--- src/rtl/rgb_pkg.sv ---
// rtl/rgb_pkg.sv - shared RGB PWM constants, types and level mapping
package rgb_pkg;

    localparam int PERIOD_W = 4;
    localparam int LEVEL_W  = 3;

    typedef logic [LEVEL_W-1:0]  level_t;
    typedef logic [PERIOD_W:0]   hicnt_t;
    typedef logic [PERIOD_W-1:0] win_t;

    localparam hicnt_t LEVEL_MAX = hicnt_t'((1 << LEVEL_W) - 1);
    localparam win_t   WIN_LAST  = '1;

    // A count above the top colour level clamps to all ones.
    function automatic level_t count_to_level(hicnt_t c);
        return (c > LEVEL_MAX) ? '1 : c[LEVEL_W-1:0];
    endfunction

endpackage

--- src/rtl/rgb_pwm_capture_if.sv ---
// rtl/rgb_pwm_capture_if.sv - PWM inputs and recovered-colour outputs of the capture block
interface rgb_pwm_capture_if;
    import rgb_pkg::*;

    logic   pwm_r;
    logic   pwm_g;
    logic   pwm_b;
    level_t color_r;
    level_t color_g;
    level_t color_b;
    logic   sat_r;
    logic   sat_g;
    logic   sat_b;
    logic   valid;
    logic   update;

    modport master (
        output pwm_r, pwm_g, pwm_b,
        input  color_r, color_g, color_b, sat_r, sat_g, sat_b, valid, update
    );

    modport slave (
        input  pwm_r, pwm_g, pwm_b,
        output color_r, color_g, color_b, sat_r, sat_g, sat_b, valid, update
    );

endinterface

--- src/rtl/pwm_duty_meter.sv ---
// rtl/pwm_duty_meter.sv - per-line duty measurement with two-window stability filter
module pwm_duty_meter
    import rgb_pkg::*;
(
    input  logic   clk,
    input  logic   rst,
    input  logic   pwm,
    input  logic   win_end,
    output level_t level,
    output logic   sat,
    output logic   accepted,
    output logic   changed
);

    logic   sync_1;
    logic   sync_2;
    hicnt_t hi;
    hicnt_t prev;
    hicnt_t cur;
    level_t next_level;
    logic   next_sat;

    // Running count including this cycle's sample; at window end it is the final window count.
    always_comb begin
        cur        = hi + hicnt_t'(sync_2);
        next_sat   = (cur > LEVEL_MAX);
        next_level = count_to_level(cur);
        accepted   = win_end && (cur == prev);
        changed    = accepted && ((next_level != level) || (next_sat != sat));
    end

    // Two-flop synchroniser for the possibly asynchronous PWM line.
    always_ff @(posedge clk or negedge rst) begin
        if (!rst) begin
            sync_1 <= 1'b0;
            sync_2 <= 1'b0;
        end else begin
            sync_1 <= pwm;
            sync_2 <= sync_1;
        end
    end

    // High counter restarts each window; the finished count becomes the reference for the next one.
    always_ff @(posedge clk or negedge rst) begin
        if (!rst) begin
            hi   <= '0;
            prev <= '0;
        end else if (win_end) begin
            hi   <= '0;
            prev <= cur;
        end else begin
            hi   <= cur;
        end
    end

    // Outputs move only when two consecutive windows agree.
    always_ff @(posedge clk or negedge rst) begin
        if (!rst) begin
            level <= '0;
            sat   <= 1'b0;
        end else if (accepted) begin
            level <= next_level;
            sat   <= next_sat;
        end
    end

endmodule

--- src/rtl/rgb_pwm_capture.sv ---
// rtl/rgb_pwm_capture.sv - recovers R/G/B colour levels from three PWM lines
module rgb_pwm_capture
    import rgb_pkg::*;
(
    input  logic              clk,
    input  logic              rst,
    rgb_pwm_capture_if.slave  bus
);

    win_t win;
    logic win_end;
    logic acc_r, acc_g, acc_b;
    logic chg_r, chg_g, chg_b;

    assign win_end = (win == WIN_LAST);

    // Free-running window counter shared by all three channels.
    always_ff @(posedge clk or negedge rst) begin
        if (!rst) begin
            win <= '0;
        end else begin
            win <= win + win_t'(1);
        end
    end

    pwm_duty_meter u_meter_r (
        .clk      (clk),
        .rst      (rst),
        .pwm      (bus.pwm_r),
        .win_end  (win_end),
        .level    (bus.color_r),
        .sat      (bus.sat_r),
        .accepted (acc_r),
        .changed  (chg_r)
    );

    pwm_duty_meter u_meter_g (
        .clk      (clk),
        .rst      (rst),
        .pwm      (bus.pwm_g),
        .win_end  (win_end),
        .level    (bus.color_g),
        .sat      (bus.sat_g),
        .accepted (acc_g),
        .changed  (chg_g)
    );

    pwm_duty_meter u_meter_b (
        .clk      (clk),
        .rst      (rst),
        .pwm      (bus.pwm_b),
        .win_end  (win_end),
        .level    (bus.color_b),
        .sat      (bus.sat_b),
        .accepted (acc_b),
        .changed  (chg_b)
    );

    // valid latches on the first window all channels agree; update pulses alongside any output change.
    always_ff @(posedge clk or negedge rst) begin
        if (!rst) begin
            bus.valid  <= 1'b0;
            bus.update <= 1'b0;
        end else begin
            bus.update <= chg_r | chg_g | chg_b;
            if (acc_r && acc_g && acc_b) begin
                bus.valid <= 1'b1;
            end
        end
    end

endmodule
--- src/flat_wrapper.sv ---
// flat-port wrapper written by rule: the top's interface ports become plain ports
module rgb_pwm_capture_flat import rgb_pkg::*;
  (clk, rst, bus_pwm_r, bus_pwm_g, bus_pwm_b, bus_color_r, bus_color_g, bus_color_b, bus_sat_r, bus_sat_g, bus_sat_b, bus_valid, bus_update);
  rgb_pwm_capture_if bus_i ();
  input  logic clk;
  input  logic rst;
  input wire logic [$bits(bus_i.pwm_r)-1:0] bus_pwm_r;
  input wire logic [$bits(bus_i.pwm_g)-1:0] bus_pwm_g;
  input wire logic [$bits(bus_i.pwm_b)-1:0] bus_pwm_b;
  output wire logic [$bits(bus_i.color_r)-1:0] bus_color_r;
  output wire logic [$bits(bus_i.color_g)-1:0] bus_color_g;
  output wire logic [$bits(bus_i.color_b)-1:0] bus_color_b;
  output wire logic [$bits(bus_i.sat_r)-1:0] bus_sat_r;
  output wire logic [$bits(bus_i.sat_g)-1:0] bus_sat_g;
  output wire logic [$bits(bus_i.sat_b)-1:0] bus_sat_b;
  output wire logic [$bits(bus_i.valid)-1:0] bus_valid;
  output wire logic [$bits(bus_i.update)-1:0] bus_update;
  assign bus_i.pwm_r = bus_pwm_r;
  assign bus_i.pwm_g = bus_pwm_g;
  assign bus_i.pwm_b = bus_pwm_b;
  assign bus_color_r = bus_i.color_r;
  assign bus_color_g = bus_i.color_g;
  assign bus_color_b = bus_i.color_b;
  assign bus_sat_r = bus_i.sat_r;
  assign bus_sat_g = bus_i.sat_g;
  assign bus_sat_b = bus_i.sat_b;
  assign bus_valid = bus_i.valid;
  assign bus_update = bus_i.update;
  rgb_pwm_capture u_core (.clk(clk), .rst(rst), .bus(bus_i));
endmodule
--- config.mk ---
export PLATFORM = sky130hd
export DESIGN_NAME = rgb_pwm_capture_flat
export DESIGN_NICKNAME = d
export VERILOG_FILES = /design/src/rtl/rgb_pkg.sv /design/src/rtl/rgb_pwm_capture_if.sv /design/src/rtl/pwm_duty_meter.sv /design/src/rtl/rgb_pwm_capture.sv /design/src/flat_wrapper.sv
export SDC_FILE = /design/constraint.sdc
export NUM_CORES = 1
export LEC_CHECK = 0
export CORE_ASPECT_RATIO = 1.75
export CORE_MARGIN = 1.5
export CORE_UTILIZATION = 50
export DETAILED_ROUTE_END_ITERATION = 10
export PLACE_DENSITY_LB_ADDON = 0.2
export SETUP_SLACK_MARGIN = 0.4
export SKIP_CTS_REPAIR_TIMING = 1
export SYNTH_ARGS = -nofsm -noshare
export SYNTH_HDL_FRONTEND = slang
export SYNTH_SLANG_ARGS = --single-unit
--- constraint.sdc ---
create_clock -name clk -period 2.64 [get_ports clk]
set_input_delay 0.264 -clock clk [delete_from_list [all_inputs] [get_ports clk]]
set_output_delay 0.264 -clock clk [all_outputs]
set_load 0.01 [all_outputs]
Word level (Yosys, flattened, before mapping). Index checks and enable logic that the tools add are counted.

Register bits: 54. Output and inout port bits: 14. Word-level logic and storage cells: 57.

Add/sub/neg operators: 4. Order comparisons: 3. Eq/ne operators: 10. Multiplexer cells: 6. Bitwise gates (word level): 2. Reductions and logical operators: 11.

Operators with widths (count): adder 5 x 1 -> 5 bit (3); == test 5 bit (3); > comparator 5 x 3 -> 1 bit (second input constant) (3); 2-to-1 mux 5 bit (3); 2-to-1 mux 3 bit (3); != test 3 bit (3); logical AND 1 bit (8); adder 4 x 1 -> 4 bit (second input constant) (1); == test 4 bit (second input constant) (1); logical OR 1 bit (3); != test 1 bit (3); bitwise OR 1 bit (2).

Longest topological paths before layout.
Word-level depth: 8. Depth in mapped cells: 8.

Modules after synthesis. A second synthesis with hierarchy kept.

Cells, all modules: 206. Area total of the unflattened synthesis: 2526.2 sq um.

Modules (own cells, without submodules): pwm_duty_meter (times used 3, cells an instance 64, area each 772.0 sq um, seq. area each 400.4 sq um); rgb_pwm_capture (times used 1, cells an instance 14, area each 210.2 sq um, seq. area each 150.1 sq um).

Worst setup path after synthesis. Ideal clock, no wire load.

Path kind: register -> register. From: reg u_core.u_meter_g.sync_2. To: reg u_core.u_meter_g.sat. Library setup time: 125 ps. Data arrival time: 1853 ps. Data required time: 2515 ps. Setup slack: 662 ps. Stages on the path, launching flop included: 8. Path buffers: 0. Period minus slack after synthesis: 1978 ps. Cell sequence: dfrtp_1 -> ha_1 -> ha_1 -> xnor2_2 -> xnor2_1 -> nor4_4 -> nand3_4 -> mux2_4.

Cells in the longest elaborated chain, start to end: 3. Elaborated cells between the ends (all ways): 4. Those cells by class: add/sub: 1; order compare: 1; eq/ne: 1; reduce/logical: 1.

Ends and longest elaborated chain: start, declared (line pwm_duty_meter.sv:16) `logic sync_2;`; start signal, assigned (line pwm_duty_meter.sv:39) `sync_2 <= sync_1;`; adder 5 x 1 -> 5 bit * (line pwm_duty_meter.sv:25) `cur = hi + hicnt_t'(sync_2);`; branches (longest 2 deep; another with > comparator 5 x 3 -> 1 bit); end signal, assigned (line pwm_duty_meter.sv:63) `sat <= next_sat;`; end, declared (line pwm_duty_meter.sv:10) `output logic sat,`.

Mark *: on every way between the ends. A chain may end at the register's enable or synchronous reset.

Final worst setup path.
From: reg u_core.u_meter_g.sync_2. To: reg u_core.bus.update.

Cells in the longest elaborated chain, start to end: 8. Elaborated cells between the ends (all ways): 11. Those cells by class: add/sub: 1; order compare: 1; eq/ne: 3; mux: 1; bitwise: 2; reduce/logical: 3.

Ends and longest elaborated chain: adder 5 x 1 -> 5 bit * (line pwm_duty_meter.sv:25); > comparator 5 x 3 -> 1 bit (line rgb_pkg.sv:16, pwm_duty_meter.sv:26); 2-to-1 mux 3 bit (line rgb_pkg.sv:16) `return (c > LEVEL_MAX) ? '1 : c[LEVEL_W-1:0];`; != test 3 bit (line pwm_duty_meter.sv:29) `changed = accepted && ((next_level != level) || (next_sat != sat));`; logical OR 1 bit (line pwm_duty_meter.sv:29); logical AND 1 bit * (line pwm_duty_meter.sv:29); bitwise OR 1 bit * (2 in a row) (line rgb_pwm_capture.sv:65) `bus.update <= chg_r | chg_g | chg_b;`; end signal, assigned (line rgb_pwm_capture.sv:65); end, declared (line rgb_pwm_capture_if.sv:24) `output color_r, color_g, color_b, sat_r, sat_g, sat_b, valid, update`.

Mark *: on every way between the ends. The rest lies on a longest branch, timed or not.

==> flow_metrics.py <==
metrics = {
    "run_status": {
        "status": "finished, final reports clean",
    },
    "sta": {
        "clock-skew-final_ns": 0.00476,
        "period_minus_slack_ns": 2.12,
        "slew_violations": 0,
        "fin_setup_tns_ns": 0,
        "fin_crit_sh_pct": 80.3,
        "fmax_ghz": 0.472,
        "tightest_slew_ns": 0.623,
        "rsz0062_at_grt": "no",
        "hold_violations": 0,
        "slew_headroom_pct": 58.5,
        "setup-violations-final": 0,
    },
    "critical_path": {
        "worstSetupStartpointType": "register",
        "cp_data_arrival_time_ns": 2.30,
        "cp.required_ns": 2.82,
        "critPathCaptureType": "register",
        "worstSetupPathType": "reg2reg",
        "cp_max_fo": 8,
    },
    "synthesis": {
        "syn_area_mm2": 0.00250,
        "synth_warnings": 0,
        "ys.flop_type": "dfrtp_1",
        "netlist_instances": 224,
        "synth_edf_count": 0,
        "ys_ff_latch": 54,
        "async_flop_share_pct": 100,
        "yosysTopAreaCell": "dfrtp_1",
        "post-synth-top-count-cell": "dfrtp_1",
        "synth_common_cells": "dfrtp_1, nand2_1, xor2_1",
        "ys_types": 35,
        "avgSynthCellArea_um2": 11.2,
        "yosysSeqAreaShare_pct": 54.0,
        "synth_fp_nets": 236,
        "netlist.area_leader.share_pct": 54.0,
        "synthTopCellsByArea": "dfrtp_1, xor2_1, nand2_1, xnor2_1, ha_1",
    },
    "floorplan": {
        "dieArea_mm2": 0.00545,
        "row_count": 33,
        "die_w_um": 56.5,
        "core_mm2": 0.00475,
        "die_y_um": 96.6,
        "io-pin-count": 19,
        "start_util_pct": 52.7,
    },
    "grt": {
        "grt_max_degree": 29,
        "antenna_found_initial": 0,
        "grt_pass1_wl_um": 7360,
        "grt_util_all_layers_pct": 17.7,
        "grt-ovfl-total": 0,
        "grt_pass1_vias": 1596,
    },
    "placed_design": {
        "place_area_mm2": 0.00278,
        "gp_congestion": 0.767,
        "hpwl_um": 3190,
        "port_buffers": 18,
    },
    "clock_tree": {
        "insertion_delay_ns": 0.30,
        "h-tree-depth": 2,
        "cts_sinks": 54,
        "cts-root-buf": "clkbuf_8",
        "cts.clk_slew.worst_paths_ns": 0.09,
        "clk_path_buf_depth": 2,
        "cts_inserted_buffers": 5,
        "cts_tree": "yes",
    },
    "layout": {
        "drive_gt1_share_pct": 13.0,
        "areaGrowthSynthToFinish_pct": 18.2,
        "stdcell_area_mm2": 0.00296,
        "fill_cells": 395,
        "nNetsFinal": 265,
        "antenna_cells": 0,
    },
    "detailed_routing": {
        "post-route-drc-count": 0,
        "drt-pass1-iter-count": 4,
        "vias": 1644,
        "drt_iter0_markers": 51,
        "ant_nets": 0,
        "wirelength_um": 4360,
        "wl_per_cell_um": 14.3,
        "vias_per_cell": 5.39,
    },
    "worst_hold_path": {
        "min_path_type": "reg2reg",
    },
    "pwr": {
        "max-vdd-ir-drop_mv": 0.550,
        "leakagePower_nw": 1.34,
        "power.density_mw_per_mm2": 734,
    },
    "run": {
        "maxCapViolCount": 0,
    },
}
## state kept, by name, indices dropped and copies added (netlist names)
name,count
u_core.u_meter_r.hi,5
u_core.u_meter_g.prev,5
u_core.u_meter_r.sync_2,1
u_core.u_meter_b.level,3
u_core.u_meter_g.hi,5
u_core.u_meter_g.sat,1
u_core.u_meter_b.prev,5
u_core.u_meter_r.prev,5
u_core.bus.update,1
u_core.win,4
u_core.u_meter_g.sync_2,1
u_core.u_meter_r.sync_1,1
u_core.u_meter_r.sat,1
u_core.u_meter_b.hi,5
u_core.u_meter_g.sync_1,1
u_core.u_meter_b.sync_2,1
u_core.u_meter_g.level,3
u_core.u_meter_r.level,3
u_core.u_meter_b.sat,1
u_core.bus.valid,1
u_core.u_meter_b.sync_1,1
## logic make-up (layout without fill, tap and decap cells)
logic type	after synthesis	after routing	synth area share (%)
AO/OA/AOI/OAI	30	30	7.80
multiplexers	4	4	2.40
buffers and inverters	8	37	1.20
AND/OR/NAND/NOR	85	85	17.6
flip-flops	54	54	54.0
XOR/XNOR	36	36	13.5
adder cells (fa/ha/maj)	7	7	3.50
## metal layers
layer | routed length, um | global-route usage (%)
met4 | 99 | 8.13
met5 | 0 | 0
met1 | 1850 | 21.4
met3 | 101 | 3.20
met2 | 2300 | 30.3
## through the flow
step	util, %	hold slack [ns]	power [W]	instances	worst slack (ns)
final	62.3	0.354	0.00217	305	0.520
after floorplan	-	-0.0316	0.00144	224	0.662
after global routing	62.3	0.380	0.00231	305	0.397
after CTS	60.9	-0.0260	0.00220	302	0.473
after detailed placement	58.6	0.309	0.00164	295	0.486
after global placement	58.6	0.306	0.00163	295	0.495
## power by group
group	switching, W	internal, W	total (W)	leakage, nW
Sequential	0.000132	0.000983	0.00112	0.698
Combinational	0.000233	0.000269	0.000503	0.587
Clock	0.000249	0.000303	0.000552	0.0573
Total	0.000614	0.00156	0.00217	1.34
## final cells by class
class	count	area (um2)	share of cell area, %
repair buffers	27	258	8.72
inverters	3	11.3	0.381
clock buffers	6	82.6	2.79
well taps	52	65.1	2.20
multi-input cells	162	1160	39.2
clock inverters	1	30.0	1.02
flip-flops and latches	54	1350	45.7
## placed cells by master, fill, tap and decap left out, types with 2 or more instances in the layout
cell type	synthesis	routed
clkdlybuf4s50_1	0	17
a21oi_1	2	2
ha_1	7	6
and3_1	3	3
xnor2_1	13	13
nand3_2	2	2
mux2_4	4	4
buf_4	0	7
a311oi_1	3	3
and2_1	6	6
xnor2_2	3	2
dfrtp_1	54	54
nor4_2	2	2
nor2_1	17	17
o21ai_0	9	9
a41oi_1	2	2
xor2_1	20	20
nand3_1	7	7
nand2_1	36	36
a31oi_2	0	2
nor2b_1	2	2
o21ai_1	7	7
nor4_1	3	3
inv_1	3	3
clkbuf_8	0	6
## path summary, 6_finish.rpt
| check | from | end | slack (ns) | cells past startpoint |
|---|---|---|---|---|
| hold reg to reg | u_core.u_meter_g.sync_1 | u_core.u_meter_g.sync_2 | 0.35 | 0 |
| setup reg to reg | u_core.u_meter_g.sync_2 | u_core.bus.update | 0.52 | 8 |
| min in group asynchronous | rst | u_core.u_meter_g.sat | 0.51 | 2 |
| setup / recovery | u_core.u_meter_g.sync_2 | u_core.bus.update | 0.52 | 8 |
| hold / removal | u_core.u_meter_g.sync_1 | u_core.u_meter_g.sync_2 | 0.35 | 0 |
| max in group asynchronous | rst | u_core.u_meter_r.hi[2] | 1.56 | 3 |
## critical path: stages, from the launching register on
cell and delay, ns:
dfrtp_1 0.38, ha_1 0.23, ha_2 0.23, xor2_1 0.19, a2bb2oi_4 0.20, nand2b_1 0.17, o311a_1 0.29, a21oi_1 0.18
o221ai_1 0.13
No activity file was read; power rests on OpenSTA's default activity.
